**src/rtl/bscan_bridge_pkg.sv**
```systemverilog
// Shared types and constants for the JTAG scan-stage command bridge.
package bscan_bridge_pkg;

  // Header opcode field, bits [31:30] of a command word
  typedef enum logic [1:0] {
    OP_NOP   = 2'b00,
    OP_READ  = 2'b01,
    OP_WRITE = 2'b10,
    OP_RSVD  = 2'b11
  } opcode_t;

  // Bridge transaction states
  typedef enum logic [2:0] {
    ST_IDLE,
    ST_WDATA,
    ST_BUS_REQ,
    ST_BUS_WAIT,
    ST_RESP
  } state_t;

  // Read data returned to the scan stage when the bus never answers
  localparam logic [31:0] TIMEOUT_DATA = 32'hDEAD_BEEF;

  // Increment that sticks at all-ones instead of wrapping
  function automatic logic [7:0] sat_inc8(input logic [7:0] value);
    return (value == 8'hFF) ? value : value + 8'd1;
  endfunction

endpackage

```
**src/rtl/bscan_cmd_bridge.sv**
```systemverilog
// Bridge between a JTAG scan-stage command stream and a register bus.
// A header word selects READ/WRITE; WRITE takes one extra data word.
// Bus completions are bounded by a timeout; READs return one response word.
module bscan_cmd_bridge
  import bscan_bridge_pkg::*;
#(
  parameter int ADDR_WIDTH = 16,
  parameter int TIMEOUT    = 255
) (
  input  logic                  CLK,
  input  logic                  RST,
  input  logic                  fromBscan_enq__ENA,
  input  logic [31:0]           fromBscan_enq_v,
  output logic                  fromBscan_enq__RDY,
  output logic                  toBscan_enq__ENA,
  output logic [31:0]           toBscan_enq_v,
  input  logic                  toBscan_enq__RDY,
  output logic                  bus_req_valid,
  input  logic                  bus_req_ready,
  output logic                  bus_req_write,
  output logic [ADDR_WIDTH-1:0] bus_req_addr,
  output logic [31:0]           bus_req_wdata,
  input  logic                  bus_rsp_valid,
  input  logic [31:0]           bus_rsp_rdata,
  output logic [7:0]            err_count
);

  // Last BUS_WAIT cycle index before the transaction is abandoned
  localparam logic [15:0] TIMEOUT_LAST = 16'(TIMEOUT - 1);

  state_t                state_q, state_d;
  logic [ADDR_WIDTH-1:0] addr_q;
  logic [31:0]           wdata_q;
  logic [31:0]           rdata_q;
  logic                  write_q;
  logic [15:0]           tcnt_q;
  logic [7:0]            err_q;

  opcode_t hdr_op;
  logic    cmd_fire;
  logic    hdr_take;
  logic    wdata_take;
  logic    req_fire;
  logic    rsp_take;
  logic    timeout_hit;
  logic    err_inc;

  assign hdr_op   = opcode_t'(fromBscan_enq_v[31:30]);
  // Ready is gated by reset so the scan stage sees a stalled bridge while RST is high
  assign fromBscan_enq__RDY = !RST && (state_q == ST_IDLE || state_q == ST_WDATA);
  assign cmd_fire = fromBscan_enq__ENA && fromBscan_enq__RDY;
  assign req_fire = (state_q == ST_BUS_REQ) && bus_req_ready;

  assign bus_req_valid    = (state_q == ST_BUS_REQ);
  assign bus_req_write    = write_q;
  assign bus_req_addr     = addr_q;
  assign bus_req_wdata    = wdata_q;
  assign toBscan_enq__ENA = (state_q == ST_RESP) && toBscan_enq__RDY;
  assign toBscan_enq_v    = rdata_q;
  assign err_count        = err_q;

  // Next-state decode and per-cycle capture strobes
  always_comb begin
    // NOTE: every signal gets a default first so no path through the case leaves
    // one unassigned, which would otherwise infer a latch.
    state_d     = state_q;
    hdr_take    = 1'b0;
    wdata_take  = 1'b0;
    rsp_take    = 1'b0;
    timeout_hit = 1'b0;
    err_inc     = 1'b0;
    unique case (state_q)
      ST_IDLE: begin
        if (cmd_fire) begin
          unique case (hdr_op)
            OP_READ: begin
              hdr_take = 1'b1;
              state_d  = ST_BUS_REQ;
            end
            OP_WRITE: begin
              hdr_take = 1'b1;
              state_d  = ST_WDATA;
            end
            OP_RSVD: err_inc = 1'b1;
            default: ;
          endcase
        end
      end
      ST_WDATA: begin
        if (cmd_fire) begin
          wdata_take = 1'b1;
          state_d    = ST_BUS_REQ;
        end
      end
      ST_BUS_REQ: begin
        if (req_fire) state_d = ST_BUS_WAIT;
      end
      ST_BUS_WAIT: begin
        // A completion in the final allowed cycle beats the timeout
        if (bus_rsp_valid) begin
          rsp_take = 1'b1;
          state_d  = write_q ? ST_IDLE : ST_RESP;
        end else if (tcnt_q == TIMEOUT_LAST) begin
          timeout_hit = 1'b1;
          err_inc     = 1'b1;
          state_d     = write_q ? ST_IDLE : ST_RESP;
        end
      end
      ST_RESP: begin
        if (toBscan_enq__RDY) state_d = ST_IDLE;
      end
      default: state_d = ST_IDLE;
    endcase
  end

  // State register and transaction latches
  always_ff @(posedge CLK or posedge RST) begin
    // NOTE: sequential state uses non-blocking assignments so every flop samples
    // pre-edge values regardless of statement order.
    if (RST) begin
      state_q <= ST_IDLE;
      addr_q  <= '0;
      wdata_q <= '0;
      rdata_q <= '0;
      write_q <= 1'b0;
      tcnt_q  <= '0;
      err_q   <= '0;
    end else begin
      state_q <= state_d;
      if (hdr_take) begin
        addr_q  <= fromBscan_enq_v[ADDR_WIDTH-1:0];
        write_q <= (hdr_op == OP_WRITE);
      end
      if (wdata_take) wdata_q <= fromBscan_enq_v;
      if (rsp_take) rdata_q <= bus_rsp_rdata;
      else if (timeout_hit) rdata_q <= TIMEOUT_DATA;
      if (req_fire) tcnt_q <= '0;
      else if (state_q == ST_BUS_WAIT) tcnt_q <= tcnt_q + 16'd1;
      if (err_inc) err_q <= sat_inc8(err_q);
    end
  end

endmodule

```
**config.mk**
```make
export PLATFORM = sky130hd
export DESIGN_NAME = bscan_cmd_bridge
export DESIGN_NICKNAME = d
export VERILOG_FILES = /design/src/rtl/bscan_bridge_pkg.sv /design/src/rtl/bscan_cmd_bridge.sv
export SDC_FILE = /design/constraint.sdc
export NUM_CORES = 1
export LEC_CHECK = 0
export CELL_PAD_IN_SITES_DETAIL_PLACEMENT = 0
export CELL_PAD_IN_SITES_GLOBAL_PLACEMENT = 2
export CORE_MARGIN = 2
export CORE_UTILIZATION = 30
export DETAILED_ROUTE_END_ITERATION = 8
export PLACE_DENSITY = 0.92
export SYNTH_ARGS = -nofsm -noshare
export SYNTH_HDL_FRONTEND = slang
export SYNTH_SLANG_ARGS = --single-unit
```
**constraint.sdc**
```tcl
create_clock -name CLK -period 6.2 [get_ports CLK]
set_input_delay 1.24 -clock CLK [delete_from_list [all_inputs] [get_ports CLK]]
set_output_delay 1.24 -clock CLK [all_outputs]
set_load 0.05 [all_outputs]
```
==> reports/results.ini, run 1 <==
[logic_synthesis]
ys_async_sr_fraction_pct = 100
syn_inst = 370
synth_area_sq_um = 4530
yosys_register_bits = 108
synth_top_area_cell = dfrtp_1
synthMuxAreaShare_pct = 12.4
synth_fp_nets = 446
syn_area_per_cell_sq_um = 12.2
synth_top_family_by_area = simple AND/OR/NAND/NOR gates
seq_area_frac_synth_pct = 59.7
ys_types = 44
synth_warnings = 0
synth_top_area_share_pct = 59.7
synth-compound-area-share_pct = 7.57
synth-edff-count = 0
yosys_most_used_dff = dfrtp_1
synth_xor_area_share_pct = 2.52
synthTopCellsByArea = dfrtp_1, mux2_2, nand2_1, o22a_1, nand3_1
synthAdderAreaFrac_pct = 1.66
synth_simple_gate_area_share_pct = 13.5

[detailed_routing]
drt-pass1-iter-count = 4
drtAntennaViolNets = 0
wire_per_inst_microns = 15.7
routed_wl_microns = 11300
vias_per_cell = 4.82
drc = 0
drtIter0Drc = 127
vias = 3455

[clock_network]
cts_made_buffers = 9
cts_tree = yes
clk_pin_slew_ps = 80
post_cts_buffers = 0
root_buffer = clkbuf_16
cts_hold_buf = 0
htreeDepth = 3
clockBufferDepth = 2
insertion_delay_ps = 350
clock_sinks = 108
ctsResizeCount = 0

[grt]
antenna_found_initial = 0
grt_max_degree = 58
grt_overflow_total = 0
track_usage_pct = 14.4
grt.met3_usage_pct = 6.87
grt_pass1_wl_microns = 18500
gr-max-usage-layer = met2
met1_usage_pct = 18.7
use_met2_pct = 21.0
grt_pass1_vias = 3573

[cells_and_area]
n_antenna_cell = 0
num-fill-cells = 1356
syn_to_final_growth_pct = 45.6
final_net_count = 604
drive_gt1_share_pct = 13.9
final_cells = 717

[critical_path]
crit_path_end_kind = output pin
crit_fanout = 4
worstSetupStartpointType = primary input
cp.arrival_ps = 2760
worstPathRequired_ps = 4960
crit_type = in2out
worst-r2r-setup-slack_ps = 3830

[floorplan]
fp.coreArea_sq_um = 14600
io_pins = 162
fp.dieArea_sq_um = 16100
die_height_microns = 127
start_util_pct = 30.9
die-width_microns = 127
placementRows = 44

[sta]
period_share_pct = 64.5
fin_crit_ps = 4000
setup_violations = 0
hold_viol_final = 0
grt_setup_unrepaired = false
fmax_mhz = 250
finClkSkew_ps = 11.7
final-max-slew-violation-count = 0
setup_tns_ps = 0
slew_headroom_pct = 37.8
tightest_slew_ps = 932

[placement]
port_buffers = 161
dp_hpwl_microns = 8110
dp.cells = 701
gp_congestion = 0.797

[run]
drv_cap = 0

[power_and_ir_drop]
ir_drop_v = 0.000363
power.density_nw_per_um2 = 581
leakage_nw = 2.82

[hold_path]
hold_path.class = reg2reg

[run_status]
status = completed

## where the power goes
| part | internal [W] | leakage, nW | switching (W) | total, W |
|---|---|---|---|---|
| logic | 0.000745 | 1.33 | 0.00134 | 0.00209 |
| clock network | 0.000287 | 0.141 | 0.000266 | 0.000553 |
| registers | 0.000990 | 1.35 | 0.000196 | 0.00119 |
| total | 0.00202 | 2.82 | 0.00181 | 0.00383 |
## cell usage in the layout (no fill, tap or decap), drive strengths merged, types with 2 or more instances in the layout
cell,synthesis,routed
clkdlybuf4s50,0,161
dfrtp,108,108
mux2,50,50
nand2,38,38
nor2,21,21
nand3,20,20
o22a,13,13
inv,10,12
clkbuf,10,10
a21oi,9,9
xnor2,9,9
a22o,8,8
o21ai,8,8
nand4,7,7
nor3,6,6
ha,6,6
and3,6,6
and2,4,4
xor2,4,4
or3,4,4
nand2b,3,3
clkinv,0,3
a211oi,2,2
and4,2,2
nand4b,2,2
buf,6,2
## path summary, 6_finish.rpt
check	from	end	depth (start not counted)
worst max register to register	state_q[2]$_DFFE_PP0P_	bus_req_wdata[28]$_DFFE_PP0P_	4
max in group asynchronous	RST	tcnt_q[12]$_DFFE_PP0P_	3
min in group asynchronous	RST	bus_req_wdata[17]$_DFFE_PP0P_	2
worst min register to register	err_count[5]$_DFFE_PP0P_	err_count[5]$_DFFE_PP0P_	1
worst min-delay path	err_count[5]$_DFFE_PP0P_	err_count[5]$_DFFE_PP0P_	1
worst max-delay path	RST	fromBscan_enq__RDY	3
## synth_stat cells (2+ instances only)
| cell type | n |
|---|---|
| nand4_1 | 7 |
| or3_1 | 4 |
| nor3_1 | 6 |
| mux2_2 | 49 |
| and3_1 | 5 |
| nand4b_1 | 2 |
| xor2_1 | 4 |
| nor2_1 | 20 |
| xnor2_1 | 9 |
| and4_1 | 2 |
| nand2_1 | 38 |
| o21ai_0 | 7 |
| and2_1 | 4 |
| clkbuf_1 | 10 |
| a22o_1 | 8 |
| dfrtp_1 | 108 |
| nand2b_1 | 3 |
| o22a_1 | 13 |
| buf_2 | 3 |
| a21oi_1 | 9 |
| a211oi_1 | 2 |
| ha_1 | 6 |
| inv_1 | 10 |
| nand3_1 | 20 |
| buf_4 | 2 |
## metal layers
layer | wire (microns) | vias to the layer above | part of all wire (%)
met1 | 5030 | 1685 | 45
met4 | 165 | 0 | 1.5
met2 | 4780 | 141 | 42
met3 | 1310 | 11 | 12
li1 | - | 1618 | -
met5 | 0 | - | 0
## layout make-up
type                            count  area [sq um]  share of cell area (%)
Timing Repair Buffer              163          1630                    24.7
Multi-Input combinational cell    236          1710                    25.9
Clock inverter                      6          46.3                   0.702
Inverter                           10          40.0                   0.607
Clock buffer                       10           239                    3.62
Sequential cell                   108          2700                    41.0
Tap cell                          184           230                    3.49
## cell families (layout without fill, tap and decap cells)
group | after synthesis | count (layout)
xor gates and xnor gates | 13 | 13
muxes | 50 | 50
DFF | 108 | 108
buffers and inverters | 26 | 189
AOI/OAI and AO/OA | 47 | 47
adders and majority gates | 6 | 6
and+or+nand+nor | 120 | 120
## flip-flops by register name, summed over array words and instances, names as in the netlist
name	flops
bus_req_wdata	32
bus_req_write	1
tcnt_q	16
toBscan_enq_v	32
state_q	3
bus_req_addr	16
err_count	8
## through the flow
stage	hold slack (ps)	area, sq um	setup slack (ps)	total power (W)	util [%]
final	490	6590	2200	0.00383	45.0
after CTS	497	6590	2190	0.00387	45.0
after global placement	468	6310	2220	0.00326	43.1
after detailed placement	479	6310	2210	0.00329	43.1
after floorplan	503	4530	2110	0.00257	-
after global routing	521	6590	2170	0.00403	45.0
## critical path: stages
cell             delay (ps)
clkdlybuf4s50_1         500
nor3_1                  180
clkdlybuf4s50_1         830
Note: power is estimated with default switching activity, not from simulation.
==> run 2: changes to the inputs <==
- CORE_UTILIZATION: 30 -> 28
- PLACE_DENSITY: 0.92 -> 0.87
- clock period: 6.2 -> 3.88 ns (I/O delays scaled with it)
==> run 2 against run 1 <==
Compared with the run above:
- die area increased by 6.9%
- count of clock-buffer cells in the layout increased by 1
- non-clock buffer count increased by 1
- largest power group unchanged
- highest routed layer unchanged
- combinational power increased by 60%
- first-iteration DRC count increased by 53%
==> reports/results.ini, run 2 (synthesis gave the netlist of run 1 again) <==
[clock_network]
root_buffer = clkbuf_16  ; unchanged
post_cts_buffers = 0  ; unchanged
clk_pin_slew_ps = 70  ; was 80 ps
ctsResizeCount = 0  ; unchanged
clockBufferDepth = 2  ; unchanged
cts_hold_buf = 0  ; unchanged
cts_tree = yes  ; unchanged
cts_made_buffers = 9  ; unchanged
htreeDepth = 3  ; unchanged
clock_sinks = 108  ; unchanged
insertion_delay_ps = 350  ; about the same

[sta]
period_share_pct = 78.7
slew_headroom_pct = 46.3  ; was 37.8%
final-max-slew-violation-count = 0  ; unchanged
tightest_slew_ps = 804  ; was 932 ps
finClkSkew_ps = 7.82  ; was 11.7 ps
fin_crit_ps = 3050
hold_ws_ps = 485  ; was 490 ps
setup_tns_ps = 0  ; unchanged
grt_setup_unrepaired = false  ; unchanged
setup_violations = 0  ; unchanged
fmax_mhz = 328
hold_viol_final = 0  ; unchanged

[hold_path]
hold_path.class = reg2reg  ; unchanged

[critical_path]
crit_type = in2out  ; unchanged
cpMaxStageDelayCell = clkdlybuf4s50_1  ; unchanged
worst-r2r-setup-slack_ps = 1740  ; was 3830 ps
worstPathRequired_ps = 3100  ; was 4960 ps
crit_path_end_kind = output pin  ; unchanged
cp_common_cell = clkdlybuf4s50_1  ; unchanged
cp.arrival_ps = 2280  ; was 2760 ps
crit_fanout = 4  ; unchanged
slowest_delay_ps = 840  ; was 830 ps
crit_chain = clkdlybuf4s50_1, nor3_1, clkdlybuf4s50_1  ; unchanged
worstSetupStartpointType = primary input  ; unchanged

[run_status]
status = completed  ; unchanged

[power_and_ir_drop]
p_comb_share_pct = 54.2  ; was 54.6%
p_switching_w = 0.00288  ; was 0.00181 W
power.density_nw_per_um2 = 924  ; was 581 nW/um^2
power.share.switching_pct = 46.7  ; was 47.2%
p_clk_share_pct = 15.1  ; was 14.5%
leakage_nw = 2.83  ; was 2.82 nW
internal_power_w = 0.00328  ; was 0.00202 W
ir_drop_v = 0.000546  ; was 0.000363 V
p_seq_share_pct = 30.7  ; was 31.0%

[placement]
dp_hpwl_microns = 8300  ; was 8110 microns
dp.cells = 734  ; was 701
gp_congestion = 0.734  ; was 0.797
port_buffers = 161  ; unchanged

[detailed_routing]
dr.max_layer_used = met4  ; unchanged
routed_wl_microns = 11600  ; was 11300 microns
drt-pass1-iter-count = 4  ; unchanged
drtAntennaViolNets = 0  ; unchanged
drc = 0  ; unchanged
vias = 3421  ; was 3455
met1_length_microns = 4940  ; was 5030 microns
wl_met3_microns = 1450  ; was 1310 microns
vias_per_cell = 4.56  ; was 4.82
wl_met2_microns = 5110  ; was 4780 microns
wire_per_inst_microns = 15.5  ; was 15.7 microns
drtIter0Drc = 194  ; was 127

[cells_and_area]
fin_util_pct = 42.1  ; was 45.0%
final_cell_mix = clkdlybuf4s50_1, dfrtp_1, mux2_2, nand2_1  ; unchanged
final_net_count = 605  ; was 604
final_cells = 750  ; was 717
drive_gt1_share_pct = 13.7  ; was 13.9%
n_antenna_cell = 0  ; unchanged
final_common_cell = clkdlybuf4s50_1  ; unchanged
syn_to_final_growth_pct = 47.2  ; was 45.6%

[grt]
grt_pass1_vias = 3748  ; was 3573
grt_max_degree = 60  ; was 58
grt_pass1_wl_microns = 19400  ; was 18500 microns
grt_overflow_total = 0  ; unchanged
antenna_found_initial = 0  ; unchanged
track_usage_pct = 14.1  ; was 14.4%

[run]
drv_cap = 0  ; unchanged

[floorplan]
fp.dieArea_sq_um = 17200  ; was 16100 sq um
die_height_microns = 131  ; was 127 microns
start_util_pct = 28.6  ; was 30.9%
io_pins = 162  ; unchanged
fp.coreArea_sq_um = 15800  ; was 14600 sq um
placementRows = 46  ; was 44
die-width_microns = 131  ; was 127 microns

## run 2: layout make-up
class	instances	area, sq um
sequential	108	2700
inverter	10	40.0
clock inverter	5	61.3
multi-input combinational	236	1710
fill	1504	9170
timing repair buffer	164	1650
clock buffer	11	233
tap	216	270
## run 2: routing by layer
metal  vias to the layer above  global-route usage, %
li1                       1616                      -
met1                      1654                   16.8
met2                       141                   21.9
met3                        10                   7.33
met4                         0                   4.53
met5                         -                      0
## run 2: power groups by stage
stage | logic (W) | registers [W] | clock network (W)
2_1_floorplan | 0.000817 | 0.00329 | 0
3_3_place_gp | 0.00333 | 0.00188 | 0
3_5_place_dp | 0.00336 | 0.00191 | 0
4_1_cts | 0.00337 | 0.00190 | 0.000971
5_1_grt | 0.00351 | 0.00196 | 0.00102
6_report | 0.00334 | 0.00189 | 0.000930
## run 2: through the flow
step	total power [W]	setup slack (ps)	cell area, sq um
4_1_cts	0.00624	805	6660
3_5_place_dp	0.00526	804	6370
6_report	0.00616	827	6660
2_1_floorplan	0.00411	258	4530
5_1_grt	0.00649	741	6660
3_3_place_gp	0.00521	827	6370
## run 2: worst paths after layout
check / to / cells after the start / startpoint
min in group asynchronous: bus_req_wdata[22]$_DFFE_PP0P_ / 2 / RST
max in group asynchronous: toBscan_enq_v[19]$_DFFE_PP0P_ / 3 / RST
min: bus_req_wdata[31]$_DFFE_PP0P_ / 2 / bus_req_wdata[31]$_DFFE_PP0P_
max: fromBscan_enq__RDY / 3 / RST
max reg2reg: err_count[1]$_DFFE_PP0P_ / 5 / state_q[1]$_DFFE_PP0P_
min reg2reg: bus_req_wdata[31]$_DFFE_PP0P_ / 2 / bus_req_wdata[31]$_DFFE_PP0P_
## run 2: critical path, delay by kind of cell
kind / cells / cell delay (ps)
buffers and inverters: 2 / 1340
and+or+nand+nor: 1 / 160
==> edit: new RTL, settings of run 2 <==
The 5 states of `state_t` get a Gray code encoding in 3 bits.
--- a/src/rtl/bscan_bridge_pkg.sv
+++ b/src/rtl/bscan_bridge_pkg.sv
@@ -11,11 +11,11 @@
 
   // Bridge transaction states
   typedef enum logic [2:0] {
-    ST_IDLE,
-    ST_WDATA,
-    ST_BUS_REQ,
-    ST_BUS_WAIT,
-    ST_RESP
+    ST_IDLE     = 3'b000,
+    ST_WDATA    = 3'b001,
+    ST_BUS_REQ  = 3'b011,
+    ST_BUS_WAIT = 3'b010,
+    ST_RESP     = 3'b110
   } state_t;
 
   // Read data returned to the scan stage when the bus never answers
Formal check against the unedited RTL: same outputs for any inputs over 4 cycles, from zero or initial values and one cycle with RST high; so few cycles prove little.
==> edit against run 2 <==
  * Core utilization down 0.13 points
  * Synthesized area up 0.61%
  * Power up 2.0%
  * Combinational power up 4%
  * Die area up 0.59%
  * Largest cell class unchanged
  * Final area about the same
  * First-iteration DRC count down 3.1%
  * Global-route usage down 0.067 points
  * Worst setup slack worse by 13 ps
  * Sequential cell count unchanged
  * Wire length down 1.9%
==> edit: results (changes against run 2) <==
dpl hpwl 8490 um (was 8300 um); final wirelength 11400 um (was 11600 um); vias in the first global route 3693 (was 3748); CTS buffer count 9 (unchanged); Metal-1 WL 4780 um (was 4940 um); Setup WS pre-CTS 818 ps (was 804 ps); register area share after synthesis 0.593 (was 0.597); maximum vdd drop 614 uV (was 546 uV); Total Routing Usage GR 0.140 (was 0.141); Critical Path Source RST (unchanged); worst slew pin tran 843 ps (was 804 ps); share of layout cells above drive strength 1 0.145 (was 0.137); largest net degree at the start of global routing 57 (was 60); outcome finished clean (unchanged); vias per std cell 4.57 (was 4.56); Post-DRT Antenna Nets 0 (unchanged); met1 Usage GRT 0.161 (was 0.168); Worst Clk Skew 8.37 ps (was 7.82 ps); Leakage 2.85 nW (was 2.83 nW); critical hold path startpoint toBscan_enq_v[2]$_DFFE_PP0P_ (was bus_req_wdata[31]$_DFFE_PP0P_); met3 wire len 861 um (was 1450 um); number of fill cells 1550 (was 1504); Syn Area/Cell 12.2 um2 (about the same); met2 global-route usage 0.230 (was 0.219); GP Congestion 0.727 (was 0.734); Top Layer Used met4 (unchanged); metal2 WL 5430 um (was 5110 um); Mapped Nets 448 (was 446); NumNets Final 610 (was 605); ranking of synthesized cells by area dfrtp_1, mux2_2, nand2_1 (unchanged); Iter 0 DRT Violations 188 (was 194); worst reg2reg path startpoint state_q[2]$_DFFE_PP0P_ (was state_q[1]$_DFFE_PP0P_); first-pass GRT wire length 19200 um (was 19400 um); Routed WL per cell 15.1 um (was 15.5 um); post-synth cell types 43 (was 44); DP Cell Count 739 (was 734); Switching Fraction 0.471 (was 0.467); DP Area 6400 um2 (was 6370 um2); commonest cells in the netlist dfrtp_1, mux2_2, nand2_1, nor2_1, nand3_1 (was dfrtp_1, mux2_2, nand2_1, nand3_1, nor2_1); DR pass1 iterations 4 (unchanged); Global Route met3 Usage 0.0556 (was 0.0733); CTS root buffer clkbuf_16 (unchanged)
==> edit: kinds of logic after synthesis <==
| kind of cell | Yosys count | share of synthesized area |
|---|---|---|
| and+or+nand+nor | 129 | 0.145 |
| DFF | 108 | 0.593 |
| muxes | 49 | 0.121 |
| AOI/OAI and AO/OA | 44 | 0.0717 |
| buffers and inverters | 21 | 0.0234 |
| xor gates and xnor gates | 15 | 0.0288 |
| adders and majority gates | 6 | 0.0165 |
==> edit: area by class of cell <==
type,instances,area [um2],area share
Timing Repair Buffer,167,1660,0.249
Sequential cell,108,2700,0.405
Multi-Input combinational cell,243,1750,0.262
Tap cell,216,270,0.0405
Clock buffer,11,243,0.0364
Clock inverter,4,26.3,0.00394
Inverter,5,21.3,0.00319
==> edit: power by group through the flow <==
stage | sequential [mW] | clock (mW) | combinational [mW]
2_1_floorplan | 3.36 | 0 | 0.849
3_3_place_gp | 1.96 | 0 | 3.46
3_5_place_dp | 1.99 | 0 | 3.49
4_1_cts | 1.98 | 0.881 | 3.50
5_1_grt | 2.04 | 0.924 | 3.64
6_report | 1.97 | 0.846 | 3.47
==> edit: path summary, 6_finish.rpt <==
kind	depth (start not counted)	slack, ps	to
setup reg to reg	5	1720	err_count[1]$_DFFE_PP0P_
max in group asynchronous	3	2020	err_count[4]$_DFFE_PP0P_
setup / recovery	3	810	fromBscan_enq__RDY
hold / removal	1	490	toBscan_enq_v[2]$_DFFE_PP0P_
hold reg to reg	1	490	toBscan_enq_v[2]$_DFFE_PP0P_
min in group asynchronous	2	990	bus_req_wdata[16]$_DFFE_PP0P_
==> edit: worst max-delay path: stages <==
cell             delay (ps)
clkdlybuf4s50_1         510
nor3_1                  170
clkdlybuf4s50_1         830
